--- src/rtl/fib_top_level.sv ---
// -----------------------------------------------------------------------------
// fib_top_level
//   Sequential evaluator for the recurrence
//     f(0) = 1, f(1) = 1, f(k) = (k-1)*f(k-1) + (k-2)*f(k-2)   for k >= 2
//   One recurrence step per clock. The index N is latched on the first edge
//   after reset release; the result is presented on `out` with `outReady`
//   high and held until the next reset.
//
//   Configuration macro:
//     FIB_SATURATE_EN  - when defined, each step is evaluated at full width and
//                        any step result above 1023 sets a sticky overflow bit;
//                        a computation that overflowed presents out = 1023.
//                        When undefined, all arithmetic wraps modulo 1024.
//
//   Reset is synchronous and active-high.
// -----------------------------------------------------------------------------
module fib_top_level (
    input  logic       clk,
    input  logic       rst,
    input  logic [4:0] N,
    output logic [9:0] out,
    output logic       outReady
);

    // -------------------------------------------------------------------------
    // Controller states
    // -------------------------------------------------------------------------
    typedef enum logic [1:0] {
        LOAD = 2'd0,   // waiting to latch N after reset release
        CALC = 2'd1,   // one recurrence step per edge
        DONE = 2'd2    // result held on out
    } state_t;

    localparam logic [9:0] SAT_VALUE = 10'd1023;

    state_t     state;
    state_t     state_next;

    // A holds f(k-2), B holds f(k-1) at the start of each CALC step
    logic [9:0] a_q;
    logic [9:0] a_next;
    logic [9:0] b_q;
    logic [9:0] b_next;
    logic [4:0] k_q;
    logic [4:0] k_next;
    logic [4:0] n_q;
    logic [4:0] n_next;
    logic [9:0] out_q;
    logic [9:0] out_next;

    // Multiplier coefficients for the current step
    logic [4:0] coef_b;
    logic [4:0] coef_a;

    // Truncated result of the current step, and whether it exceeded 10 bits
    logic [9:0] step_val;
    logic       step_ovf;

`ifdef FIB_SATURATE_EN
    logic        ovf_q;
    logic        ovf_next;
    logic [14:0] prod_b;
    logic [14:0] prod_a;
    logic [15:0] step_full;
`endif

    // -------------------------------------------------------------------------
    // Recurrence step: combinational 5-bit x 10-bit multiplies
    // -------------------------------------------------------------------------
    always_comb begin
        coef_b = k_q - 5'd1;
        coef_a = k_q - 5'd2;
`ifdef FIB_SATURATE_EN
        // Full-width products so that any step exceeding 1023 is visible.
        prod_b    = {10'd0, coef_b} * {5'd0, b_q};
        prod_a    = {10'd0, coef_a} * {5'd0, a_q};
        step_full = {1'b0, prod_b} + {1'b0, prod_a};
        step_val  = step_full[9:0];
        step_ovf  = |step_full[15:10];
`else
        // Every product and the sum wrap modulo 1024.
        step_val  = ({5'd0, coef_b} * b_q) + ({5'd0, coef_a} * a_q);
        step_ovf  = 1'b0;
`endif
    end

    // -------------------------------------------------------------------------
    // Next-state and datapath-next logic
    // -------------------------------------------------------------------------
    always_comb begin
        // NOTE: every signal driven here gets a default first, so no path
        // through the case statement can leave one unassigned and infer a latch.
        state_next = state;
        a_next     = a_q;
        b_next     = b_q;
        k_next     = k_q;
        n_next     = n_q;
        out_next   = out_q;
`ifdef FIB_SATURATE_EN
        ovf_next   = ovf_q;
`endif

        case (state)
            LOAD: begin
                n_next = N;
                a_next = 10'd1;
                b_next = 10'd1;
                k_next = 5'd2;
`ifdef FIB_SATURATE_EN
                ovf_next = 1'b0;
`endif
                if (N < 5'd2) begin
                    out_next   = 10'd1;
                    state_next = DONE;
                end else begin
                    state_next = CALC;
                end
            end

            CALC: begin
                b_next = step_val;
                a_next = b_q;
`ifdef FIB_SATURATE_EN
                ovf_next = ovf_q | step_ovf;
`endif
                if (k_q == n_q) begin
`ifdef FIB_SATURATE_EN
                    out_next = (ovf_q | step_ovf) ? SAT_VALUE : step_val;
`else
                    out_next = step_val;
`endif
                    state_next = DONE;
                end else begin
                    k_next = k_q + 5'd1;
                end
            end

            DONE: begin
                // Hold everything until reset.
                state_next = DONE;
            end

            default: begin
                state_next = LOAD;
            end
        endcase
    end

    // -------------------------------------------------------------------------
    // State and datapath registers with synchronous reset
    // -------------------------------------------------------------------------
    always_ff @(posedge clk) begin
        // NOTE: registers use non-blocking assignments so every register sees
        // the pre-edge values of the others, independent of statement order.
        if (rst) begin
            state <= LOAD;
            a_q   <= 10'd1;
            b_q   <= 10'd1;
            k_q   <= 5'd2;
            n_q   <= 5'd0;
            out_q <= 10'd0;
`ifdef FIB_SATURATE_EN
            ovf_q <= 1'b0;
`endif
        end else begin
            state <= state_next;
            a_q   <= a_next;
            b_q   <= b_next;
            k_q   <= k_next;
            n_q   <= n_next;
            out_q <= out_next;
`ifdef FIB_SATURATE_EN
            ovf_q <= ovf_next;
`endif
        end
    end

    // -------------------------------------------------------------------------
    // Outputs: result register and ready flag decoded from the state register
    // -------------------------------------------------------------------------
    assign out      = out_q;
    assign outReady = (state == DONE);

endmodule

--- config.mk ---
export PLATFORM = sky130hd
export DESIGN_NAME = fib_top_level
export DESIGN_NICKNAME = d
export VERILOG_FILES = /design/src/rtl/fib_top_level.sv
export SDC_FILE = /design/constraint.sdc
export NUM_CORES = 1
export LEC_CHECK = 0
export ABC_AREA = 1
export CAP_MARGIN = 25
export CORE_UTILIZATION = 65
export DETAILED_ROUTE_END_ITERATION = 6
export DONT_BUFFER_PORTS = 1
export PLACE_DENSITY_LB_ADDON = 0.15
export SLEW_MARGIN = 30
export SYNTH_ARGS = -nofsm -noshare
export SYNTH_HDL_FRONTEND = slang
export SYNTH_SLANG_ARGS = --single-unit
--- constraint.sdc ---
create_clock -name clk -period 6.35 [get_ports clk]
set_input_delay 0.635 -clock clk [delete_from_list [all_inputs] [get_ports clk]]
set_output_delay 0.635 -clock clk [all_outputs]
set_load 0.05 [all_outputs]
==> results of run 1 <==
synthesized netlist by cell type, types with 2 or more instances:
master | instances | share of area
inv_1 | 115 | 0.10
clkbuf_1 | 7 | 0.0064
buf_1 | 2 | 0.0018
nand2_2 | 4 | 0.0061
nor2_2 | 4 | 0.0061
nand3_2 | 2 | 0.0049
dfxtp_1 | 42 | 0.20
a21oi_1 | 38 | 0.046
nand4_1 | 4 | 0.0061
xor2_1 | 2 | 0.0042
fa_1 | 46 | 0.22
xnor2_1 | 4 | 0.0085
nand3_1 | 19 | 0.023
a211oi_1 | 3 | 0.0055
nor3_1 | 2 | 0.0024
buf_2 | 2 | 0.0024
ha_1 | 30 | 0.091
nor2_1 | 63 | 0.057
o21ai_0 | 24 | 0.029
nand2_1 | 127 | 0.12
o21ai_1 | 2 | 0.0024
buf_6 | 2 | 0.0055
inv_2 | 6 | 0.0055
buf_4 | 3 | 0.0055
nand3b_1 | 6 | 0.011
metal layers:
metal  GRT usage  share of wire  vias up  wire (microns)
met1      0.4570           0.45     1617            4436
met4     0.08772          0.017        0             163
met3     0.05333          0.060       14             585
met5           0              0        -               0
met2      0.5650           0.47      115            4589
li1            -              -     1709               -
path summary, 6_finish.rpt:
check               from  slack, ps      to
hold reg to reg   b_q[9]        470  a_q[9]
hold / removal       rst        380  a_q[4]
setup / recovery  k_q[0]        830  out[8]
setup reg to reg  k_q[0]        830  out[8]
sequential cells by signal, summed over array words and instances, names as in the netlist:
name	flops
k_q	5
state	2
a_q	10
b_q	10
n_q	5
out	10
final cells by class:
type | count | area, sq um
clock buffer | 5 | 68.82
fill | 518 | 1729
tap | 75 | 93.84
timing repair buffer | 4 | 30.03
multi-input combinational | 390 | 2734
inverter | 122 | 460.4
sequential | 42 | 840.8
clock inverter | 3 | 68.82
per-stage QoR:
| stage | total power, W | std cells | utilization | cell area, sq um | setup slack, ps |
|---|---|---|---|---|---|
| finish | 0.001494 | 641 | 0.7130 | 4297 | 834.9 |
| global placement | 0.001208 | 633 | 0.6902 | 4159 | 1028 |
| floorplan | 0.001037 | 570 | - | 4124 | 1184 |
| global route | 0.001627 | 641 | 0.7130 | 4297 | 402.8 |
| detailed placement | 0.001226 | 633 | 0.6902 | 4159 | 888.7 |
| CTS | 0.001496 | 641 | 0.7130 | 4297 | 882.9 |
kinds of logic (layout without fill, tap and decap cells):
kind of cell | after synthesis | count (layout) | share of synthesized area
flops | 42 | 42 | 0.2039
other cells | 1 | 1 | 0.0009093
fa+ha+maj | 76 | 76 | 0.3143
compound gates | 71 | 71 | 0.09042
buf+inv | 138 | 134 | 0.1332
simple gates | 236 | 236 | 0.2445
xor+xnor | 6 | 6 | 0.01274
layout by cell type (no fill, tap or decap), types with 2 or more instances in the layout:
cell | Yosys | layout
a211oi_1 | 3 | 3
nor3_1 | 2 | 2
nand3_2 | 2 | 2
nand4_1 | 4 | 4
nor2_2 | 4 | 4
buf_4 | 3 | 4
nand2_2 | 4 | 4
clkbuf_8 | 0 | 5
fa_1 | 46 | 46
o21ai_1 | 2 | 2
nand3b_1 | 6 | 6
dfxtp_1 | 42 | 42
a21oi_1 | 38 | 38
bufinv_16 | 0 | 2
o21ai_0 | 24 | 24
nand3_1 | 19 | 19
ha_1 | 30 | 30
xnor2_1 | 4 | 4
nand2_1 | 127 | 127
xor2_1 | 2 | 2
inv_2 | 6 | 6
inv_1 | 115 | 115
nor2_1 | 63 | 63
power breakdown:
part	leakage, nW	internal (W)	switching [W]
combinational	1.71	0.000243	0.000511
clock	0.0683	0.000158	0.000105
sequential	0.343	0.000328	0.000149
==> results.tsv, run 1 <==
stage	metric	value	unit
detailed_routing	wirelength, routed	9.774	mm
detailed_routing	vias per cell	5.390	
floorplanning	Cell Rows	28	
global_route	initial antenna violation count	0	
clocking	worst skew pair latency	310	ps
sta	final setup vio count	0	
floorplanning	die width	81.65	microns
synthesis	number of flops mapped to enable cells by yosys	0	
worst_setup_path	cell mode on critical path	nand2_1	
synthesis	Top FF cell, synth	dfxtp_1	
sta	Max Fclk	181.3	MHz
worst_setup_path	Worst path slowest cell	fa_1	
worst_setup_path	reg2reg path depth	25	
detailed_routing	DR pass1 iterations	5	
detailed_routing	initial detailed-routing violation count	188	
worst_setup_path	Req. time, crit path	6600	ps
sta	RSZ-0062 raised after global routing	false	
synthesis	syn_nets	653	
floorplanning	I/O pins	18	
synthesis	Seq cells post-synth	42	
sta	Hold Worst Slack	382.3	ps
synthesis	Synth Instances	570	
sta	crit path time final	5515	ps
synthesis	sequential cell area fraction in the yosys report	0.2039	
sta	setup TNS	0	ps
final_layout	share of layout cells above drive strength 1	0.05830	
global_route	vias in the first global route	3451	
floorplanning	initial core utilization	0.6844	
final_layout	Layout area overhead	4.187	%
synthesis	syn avg cell area	7.235	sq um
sta	Final Cycle Share	0.8685	
synthesis	async set-reset flop share out of synthesis	0	
sta	Final Slew Violations	0	
sta	Hold Fails Final Rpt	0	
worst_hold_path	Hold Path Depth	1	
detailed_routing	drt drc	0	
power	power density cells	347.6	nW/um^2
run	maxcap violations	0	
worst_setup_path	Worst path depth	25	
worst_setup_path	CP Max Fanout	7	
final_layout	diode count	0	
synthesis	post-synthesis cell type count	36	
sta	clk_skew	10.08	ps
power	Leak Pwr	2.125	nW
worst_setup_path	Buf+Inv Stages, Crit Path	4	
floorplanning	die height	81.65	microns
detailed_routing	vias	3455	
worst_setup_path	Largest delay share family, worst path	adder cells	
global_route	first-pass GRT wire length	16.55	mm
final_layout	post-layout net count	648	
detailed_routing	Wirelength per Cell	15.25	microns
synthesis	Mapped Area	4124	sq um
worst_setup_path	crit path DAT	5760	ps
run_status	status	complete, no violations	
floorplanning	Placeable Area	6026	sq um
sta	Slew @ Worst Pin	848.6	ps
clocking	clock sink total	42	
sta	Worst slew margin	0.4343	
clocking	Clock Tree Buf Depth	2	
clocking	CTS buffer count	5	
detailed_routing	number of nets with antenna violations after detailed routing	0	
clocking	hold-fix buffers at CTS	0	
worst_hold_path	worst hold path class	in2reg	
synthesis	Yosys warnings	0	
clocking	postcts setup bufs	0	
placed_design	Final GP Congestion	0.9428	
clocking	Clk pin slew, worst setup/hold paths	90	ps
worst_setup_path	Critical Path End Type	flip-flop	
clocking	clock tree from TritonCTS	yes	
worst_setup_path	CP startpoint kind	flip-flop	
global_route	total global routing track utilization	0.3385	
worst_setup_path	critical path class	reg2reg	
global_route	GRT overflow	0	
clocking	post-cts sizing count	0	
placed_design	I/O Buffers	0	
worst_setup_path	CP max stage delay	550	ps
clocking	clk root buf	clkbuf_8	
floorplanning	Die ar.	6667	sq um
global_route	largest net degree at the start of global routing	23	
placed_design	HPWL after DPL	7.579	mm
clocking	H-tree Lvls	2	
power	Peak VDD IR	0.4833	mV
No activity file was read; power rests on OpenSTA's default activity.
==> inputs of run 2 (changes only) <==
--- a/config.mk
+++ b/config.mk
@@ -5,7 +5,6 @@
 export SDC_FILE = /design/constraint.sdc
 export NUM_CORES = 1
 export LEC_CHECK = 0
-export ABC_AREA = 1
 export CAP_MARGIN = 25
 export CORE_UTILIZATION = 65
 export DETAILED_ROUTE_END_ITERATION = 6
==> run 2 against run 1 <==
  * Count of clock-buffer cells in the layout is the same
  * Synthesized cell count fell by 20%
  * Clock skew shrank 2.1 ps
  * Fmax fell by 4.2%
  * Final area shrank 2.2%
  * Clock power fell by 32%
  * Setup slack worse by 240 ps
  * Highest routed layer unchanged
  * Critical path type unchanged
  * Cell count decreased by 18%
  * Via count fell by 14%
  * Flip-flop and latch count is the same
  * Critical path depth decreased by 6
==> results.tsv, run 2 <==
stage	metric	value	unit	change
worst_hold_path	worst hold path class	in2reg		
power	power density cells	275.8	nW/um^2	-21%
synthesis	syn avg cell area	9.030	sq um	+25%
sta	final setup vio count	0		unchanged
floorplanning	Placeable Area	6026	sq um	unchanged
clocking	worst skew pair latency	310	ps	about the same
detailed_routing	DR pass1 iterations	4		-1
global_route	GRT overflow	0		unchanged
detailed_routing	initial detailed-routing violation count	144		-23%
final_layout	most frequent cells in the layout	64 x inv_1, 46 x fa_1, 42 x dfxtp_1		
worst_setup_path	crit path DAT	5970	ps	+210 ps
synthesis	commonest cells in the netlist	64 x inv_1, 46 x fa_1, 42 x dfxtp_1, 38 x nor2_1, 35 x nand2_1		
floorplanning	Cell Rows	28		unchanged
floorplanning	I/O pins	18		unchanged
synthesis	top-count cell post-synth	inv_1		
clocking	clk root buf	clkbuf_8		
worst_setup_path	critical path class	reg2reg		
sta	Slew @ Worst Pin	612.8	ps	-235.8 ps
synthesis	async set-reset flop share out of synthesis	0		unchanged
final_layout	cell area after layout	4203	sq um	-2.2%
detailed_routing	Wirelength per Cell	16.32	microns	+7.1%
power	Peak VDD IR	0.3327	mV	-31%
worst_setup_path	Worst path slowest cell	fa_1		
global_route	total global routing track utilization	0.3034		-0.03507
sta	crit path time final	5754	ps	+239.2 ps
power	Leak Pwr	1.953	nW	-8.1%
synthesis	Yosys warnings	0		unchanged
clocking	Clk pin slew, worst setup/hold paths	90	ps	about the same
sta	setup TNS	0	ps	unchanged
clocking	H-tree Lvls	2		unchanged
global_route	largest net degree at the start of global routing	44		+91%
sta	clk_skew	8.023	ps	-2.059 ps
synthesis	Mapped Area	4118	sq um	-0.15%
worst_setup_path	CP Max Fanout	7		unchanged
global_route	initial antenna violation count	0		unchanged
final_layout	Util after Layout	0.6975		-0.01557
global_route	first-pass GRT wire length	14.80	mm	-11%
synthesis	number of flops mapped to enable cells by yosys	0		unchanged
detailed_routing	wirelength, routed	8.554	mm	-12%
final_layout	Multi-input gate area	2897	sq um	+5.9%
sta	Final Cycle Share	0.9062		+0.03768
clocking	postcts setup bufs	0		unchanged
synthesis	Top FF cell, synth	dfxtp_1		
detailed_routing	vias per cell	5.651		+4.8%
placed_design	Placed Instance Area	4101	sq um	-1.4%
placed_design	Final GP Congestion	0.8456		-10%
sta	RSZ-0062 raised after global routing	false		
worst_setup_path	Req. time, crit path	6570	ps	-30 ps
floorplanning	initial core utilization	0.6833		-0.001038
clocking	clock tree from TritonCTS	yes		
floorplanning	die width	81.59	microns	about the same
synthesis	post-synthesis cell type count	49		+36%
synthesis	top-area cell type share of the netlist area	0.2236		+0.0003393
clocking	post-cts sizing count	0		unchanged
worst_setup_path	CP max stage delay	550	ps	about the same
clocking	hold-fix buffers at CTS	0		unchanged
final_layout	most common cell after layout, fill and taps aside	inv_1		
final_layout	post-layout net count	531		-18%
worst_setup_path	cell mode on critical path	fa_1		
synthesis	dominant cell type by area after synthesis	fa_1		
worst_setup_path	worst path cell trace	inv_1, ha_1, a21boi_2, xor2_2, nand2_1, fa_1, fa_1, fa_1, fa_1, inv_1, fa_1, ha_1, nor2b_1, o21ai_0, a21oi_1, o21a_1, a31o_2, xnor2_1, o41ai_2		
sta	Final Slew Violations	0		unchanged
run_status	status	complete, no violations		
synthesis	sequential cell area fraction in the yosys report	0.2042		+0.0003098
synthesis	Synth area leaders	fa_1 22%, dfxtp_1 20%, ha_1 9.1%		
final_layout	total of fill cells in the finished design	481		-7.1%
final_layout	share of layout cells above drive strength 1	0.06459		+0.006284
placed_design	I/O Buffers	0		unchanged
synthesis	Synth Instances	456		-20%
floorplanning	Die ar.	6657	sq um	-0.15%
sta	Worst slew margin	0.5877		+0.1534
placed_design	HPWL after DPL	6.600	mm	-13%
final_layout	diode count	0		unchanged
clocking	clock sink total	42		unchanged
synthesis	syn_nets	539		-17%
final_layout	Reg area	840.8	sq um	unchanged
detailed_routing	vias	2961		-14%
global_route	vias in the first global route	3023		-12%
synthesis	Seq cells post-synth	42		unchanged
sta	Max Fclk	173.8	MHz	-4.2%
clocking	CTS buffer count	5		unchanged
detailed_routing	drt drc	0		unchanged
final_layout	Layout area overhead	2.066	%	
run	maxcap violations	0		unchanged
sta	Hold Fails Final Rpt	0		unchanged
power	total power	0.001159	W	-22%
worst_setup_path	Critical Path End Type	flip-flop		
detailed_routing	number of nets with antenna violations after detailed routing	0		unchanged
floorplanning	die height	81.59	microns	about the same
clocking	Clock Tree Buf Depth	2		unchanged
worst_setup_path	CP startpoint kind	flip-flop		
## run 2: final timing paths
path              startpoint      to  slack (ps)  cells after the start
hold reg to reg       n_q[4]  n_q[4]         520                      2
hold / removal           rst  a_q[4]         390                      1
setup / recovery      k_q[1]  out[9]         600                     19
setup reg to reg      k_q[1]  out[9]         600                     19
## run 2: report_power, final
group,total (W),internal (W),switching [W]
logic,0.000632,0.000232,0.000400
registers,0.000347,0.000297,0.0000501
clock network,0.000180,0.0000773,0.000102
total,0.00116,0.000607,0.000552
## run 2: critical path, delay by kind of cell (launching register included)
kind | cells | cell delay [ps]
AOI/OAI and AO/OA | 6 | 1300
xor gates and xnor gates | 2 | 470
adders and majority gates | 7 | 3100
buffers and inverters | 2 | 210
DFF | 1 | 320
and+or+nand+nor | 2 | 270
## run 2: routing by layer
metal,up-vias,part of all wire,track usage
li1,1409,-,-
met1,1453,0.43,0.3931
met4,0,0.020,0.09825
met5,-,0,0
met3,17,0.059,0.05778
met2,82,0.49,0.5108
## run 2: cells by family after synthesis
kind of cell | synth area share
AND/OR/NAND/NOR | 0.1987
buffers and inverters | 0.09237
adder cells (fa/ha/maj) | 0.3148
AO/OA/AOI/OAI | 0.08782
flip-flops | 0.2042
XOR/XNOR | 0.07931
multiplexers | 0.02188
other | 0.0009107
## run 2: layout make-up
type	instances	share of cell area
Timing Repair Buffer	5	0.009824
Tap cell	75	0.02233
Sequential cell	42	0.2001
Clock buffer	5	0.01637
Multi-Input combinational cell	330	0.6892
Clock inverter	3	0.005061
Inverter	64	0.05716
## run 2: metrics by stage
step           instances  setup WS, ps  hold WS [ps]
4_1_cts              523         596.1         384.0
3_5_place_dp         515         610.6         508.2
2_1_floorplan        456         846.4         474.2
3_3_place_gp         515         761.0         495.2
5_1_grt              524         234.5         376.0
6_report             524         595.6         386.9
==> inputs of run 3 (changes only) <==
--- a/config.mk
+++ b/config.mk
@@ -10,6 +10,7 @@
 export DETAILED_ROUTE_END_ITERATION = 6
 export DONT_BUFFER_PORTS = 1
 export PLACE_DENSITY_LB_ADDON = 0.15
+export REMOVE_ABC_BUFFERS = 1
 export SLEW_MARGIN = 30
 export SYNTH_ARGS = -nofsm -noshare
 export SYNTH_HDL_FRONTEND = slang
==> run 3 against run 2 <==
  * Wire length shrank 5.3%
  * Total power increased by 5.5%
  * Critical path depth did not move
  * Clock skew is 0.59 ps lower
  * Register-to-register slack got worse by 20 ps
  * Non-clock buffer count unchanged
  * Flip-flop and latch count unchanged
  * Largest cell class unchanged
  * Highest routed layer unchanged
==> results.tsv, run 3 (same netlist as run 2, synthesis figures left out) <==
stage	metric	value	unit	change
sta	Max Fclk	173.2	MHz	-0.31%
detailed_routing	number of nets with antenna violations after detailed routing	0		unchanged
detailed_routing	Wirelength per Cell	15.45	microns	-5.3%
sta	Hold Worst Slack	392.9	ps	+5.964 ps
final_layout	share of layout cells above drive strength 1	0.06459		unchanged
final_layout	Multi-input gate area	2897	sq um	unchanged
placed_design	I/O Buffers	0		unchanged
worst_setup_path	reg-to-reg critical path startpoint	k_q[1]		
global_route	initial antenna violation count	0		unchanged
detailed_routing	vias per cell	5.594		-1.0%
detailed_routing	initial detailed-routing violation count	119		-17%
clocking	postcts setup bufs	0		unchanged
worst_setup_path	crit path DAT	5990	ps	+20 ps
power	Leak Pwr	1.977	nW	+1.2%
clocking	worst skew pair latency	300	ps	about the same
sta	final setup vio count	0		unchanged
clocking	hold-fix buffers at CTS	0		unchanged
clocking	CTS buffer count	5		unchanged
worst_setup_path	CP Max Fanout	7		unchanged
global_route	GRT overflow	0		unchanged
floorplanning	Cell Rows	28		unchanged
sta	setup TNS	0	ps	unchanged
power	Peak VDD IR	0.3884	mV	+17%
sta	crit path time final	5772	ps	+17.90 ps
detailed_routing	DR pass1 iterations	4		unchanged
floorplanning	Die ar.	6657	sq um	unchanged
clocking	clk root buf	clkbuf_8		
final_layout	diode count	0		unchanged
sta	Slew @ Worst Pin	955.3	ps	+342.5 ps
run	maxcap violations	0		unchanged
global_route	vias in the first global route	2866		-5.2%
final_layout	most frequent cells in the layout	64 x inv_1, 46 x fa_1, 42 x dfxtp_1		
detailed_routing	drt drc	0		unchanged
detailed_routing	vias	2931		-1.0%
detailed_routing	wirelength, routed	8.097	mm	-5.3%
final_layout	total of fill cells in the finished design	475		-1.2%
run_status	status	complete, no violations		
clocking	H-tree Lvls	2		unchanged
power	power density cells	288.0	nW/um^2	+4.4%
worst_setup_path	critical path class	reg2reg		
sta	Worst slew margin	0.3631		-0.2246
sta	RSZ-0062 raised after global routing	false		
worst_hold_path	Hold Crit Start	rst		
clocking	clock tree from TritonCTS	yes		
placed_design	HPWL after DPL	6.188	mm	-6.2%
sta	Final Cycle Share	0.9090		+0.002819
worst_setup_path	Req. time, crit path	6560	ps	about the same
final_layout	most common cell after layout, fill and taps aside	inv_1		
global_route	largest net degree at the start of global routing	44		unchanged
floorplanning	die height	81.59	microns	unchanged
sta	Hold Fails Final Rpt	0		unchanged
floorplanning	die width	81.59	microns	unchanged
worst_hold_path	worst hold path class	in2reg		
final_layout	Layout area overhead	3.130	%	
final_layout	post-layout net count	531		unchanged
worst_setup_path	Worst Setup SP	k_q[1]		
sta	Final Slew Violations	0		unchanged
placed_design	Final GP Congestion	0.8642		+2.2%
floorplanning	Placeable Area	6026	sq um	unchanged
clocking	Clock Tree Buf Depth	2		unchanged
global_route	first-pass GRT wire length	13.53	mm	-8.6%
clocking	Clk pin slew, worst setup/hold paths	90	ps	about the same
worst_setup_path	CP startpoint kind	flip-flop		
worst_setup_path	Critical Path End Type	flip-flop		
floorplanning	initial core utilization	0.6833		unchanged
floorplanning	I/O pins	18		unchanged
clocking	clock sink total	42		unchanged
global_route	total global routing track utilization	0.2728		-0.03064
worst_setup_path	r2r setup slk	580	ps	-20 ps
clocking	post-cts sizing count	0		unchanged
final_layout	Reg area	840.8	sq um	unchanged
sta	clk_skew	7.430	ps	-0.5932 ps
run 3: cell types whose count changed in the layout (fill, tap and decap cells not counted), sizes merged:
cell and change:
bufinv +2, clkinvlp -1, clkinv -1
run 3: cell type report:
cell class,instances,share of cell area
sequential,42,0.1980
inverter,64,0.05657
tap,75,0.02210
multi-input combinational,330,0.6821
clock buffer,5,0.01621
clock inverter,3,0.01621
timing repair buffer,5,0.008839
run 3: final timing paths:
check | to | cells after the start
setup / recovery | out[9] | 19
hold / removal | k_q[2] | 1
setup reg to reg | out[9] | 19
hold reg to reg | n_q[4] | 2
run 3: metrics by stage:
step	setup WS [ps]	util	instances	cell area (sq um)	total power (W)
after global routing	241.2	0.7047	524	4247	0.001316
after CTS	594.0	0.7047	524	4247	0.001228
after floorplan	665.4	-	436	3978	0.0008027
after detailed placement	616.2	0.6819	516	4109	0.0009655
final	577.7	0.7047	524	4247	0.001223
after global placement	760.9	0.6819	516	4109	0.0009474
run 3: per-layer routing:
layer	global-route usage	share of wire	up-vias
li1	-	-	1412
met1	0.3640	0.44	1421
met2	0.4592	0.49	78
met3	0.04667	0.043	20
met4	0.07018	0.023	0
met5	0	0	-
run 3: worst max-delay path: stages (launching register included):
cell,delay [ps]
dfxtp_1,320
inv_1,180
ha_1,240
a21boi_2,210
xor2_2,320
nand2_1,130
fa_1,510
fa_1,540
fa_1,440
fa_1,540
inv_1,60
fa_1,480
ha_1,350
nor2b_1,140
o21ai_0,230
a21oi_1,120
o21a_1,210
a31o_2,260
xnor2_1,150
o41ai_2,260
run 3: report_power, final:
part / internal [W] / total (W) / switching [W]
sequential: 0.000297 / 0.000346 / 0.0000490
clock: 0.000158 / 0.000260 / 0.000102
combinational: 0.000227 / 0.000617 / 0.000390
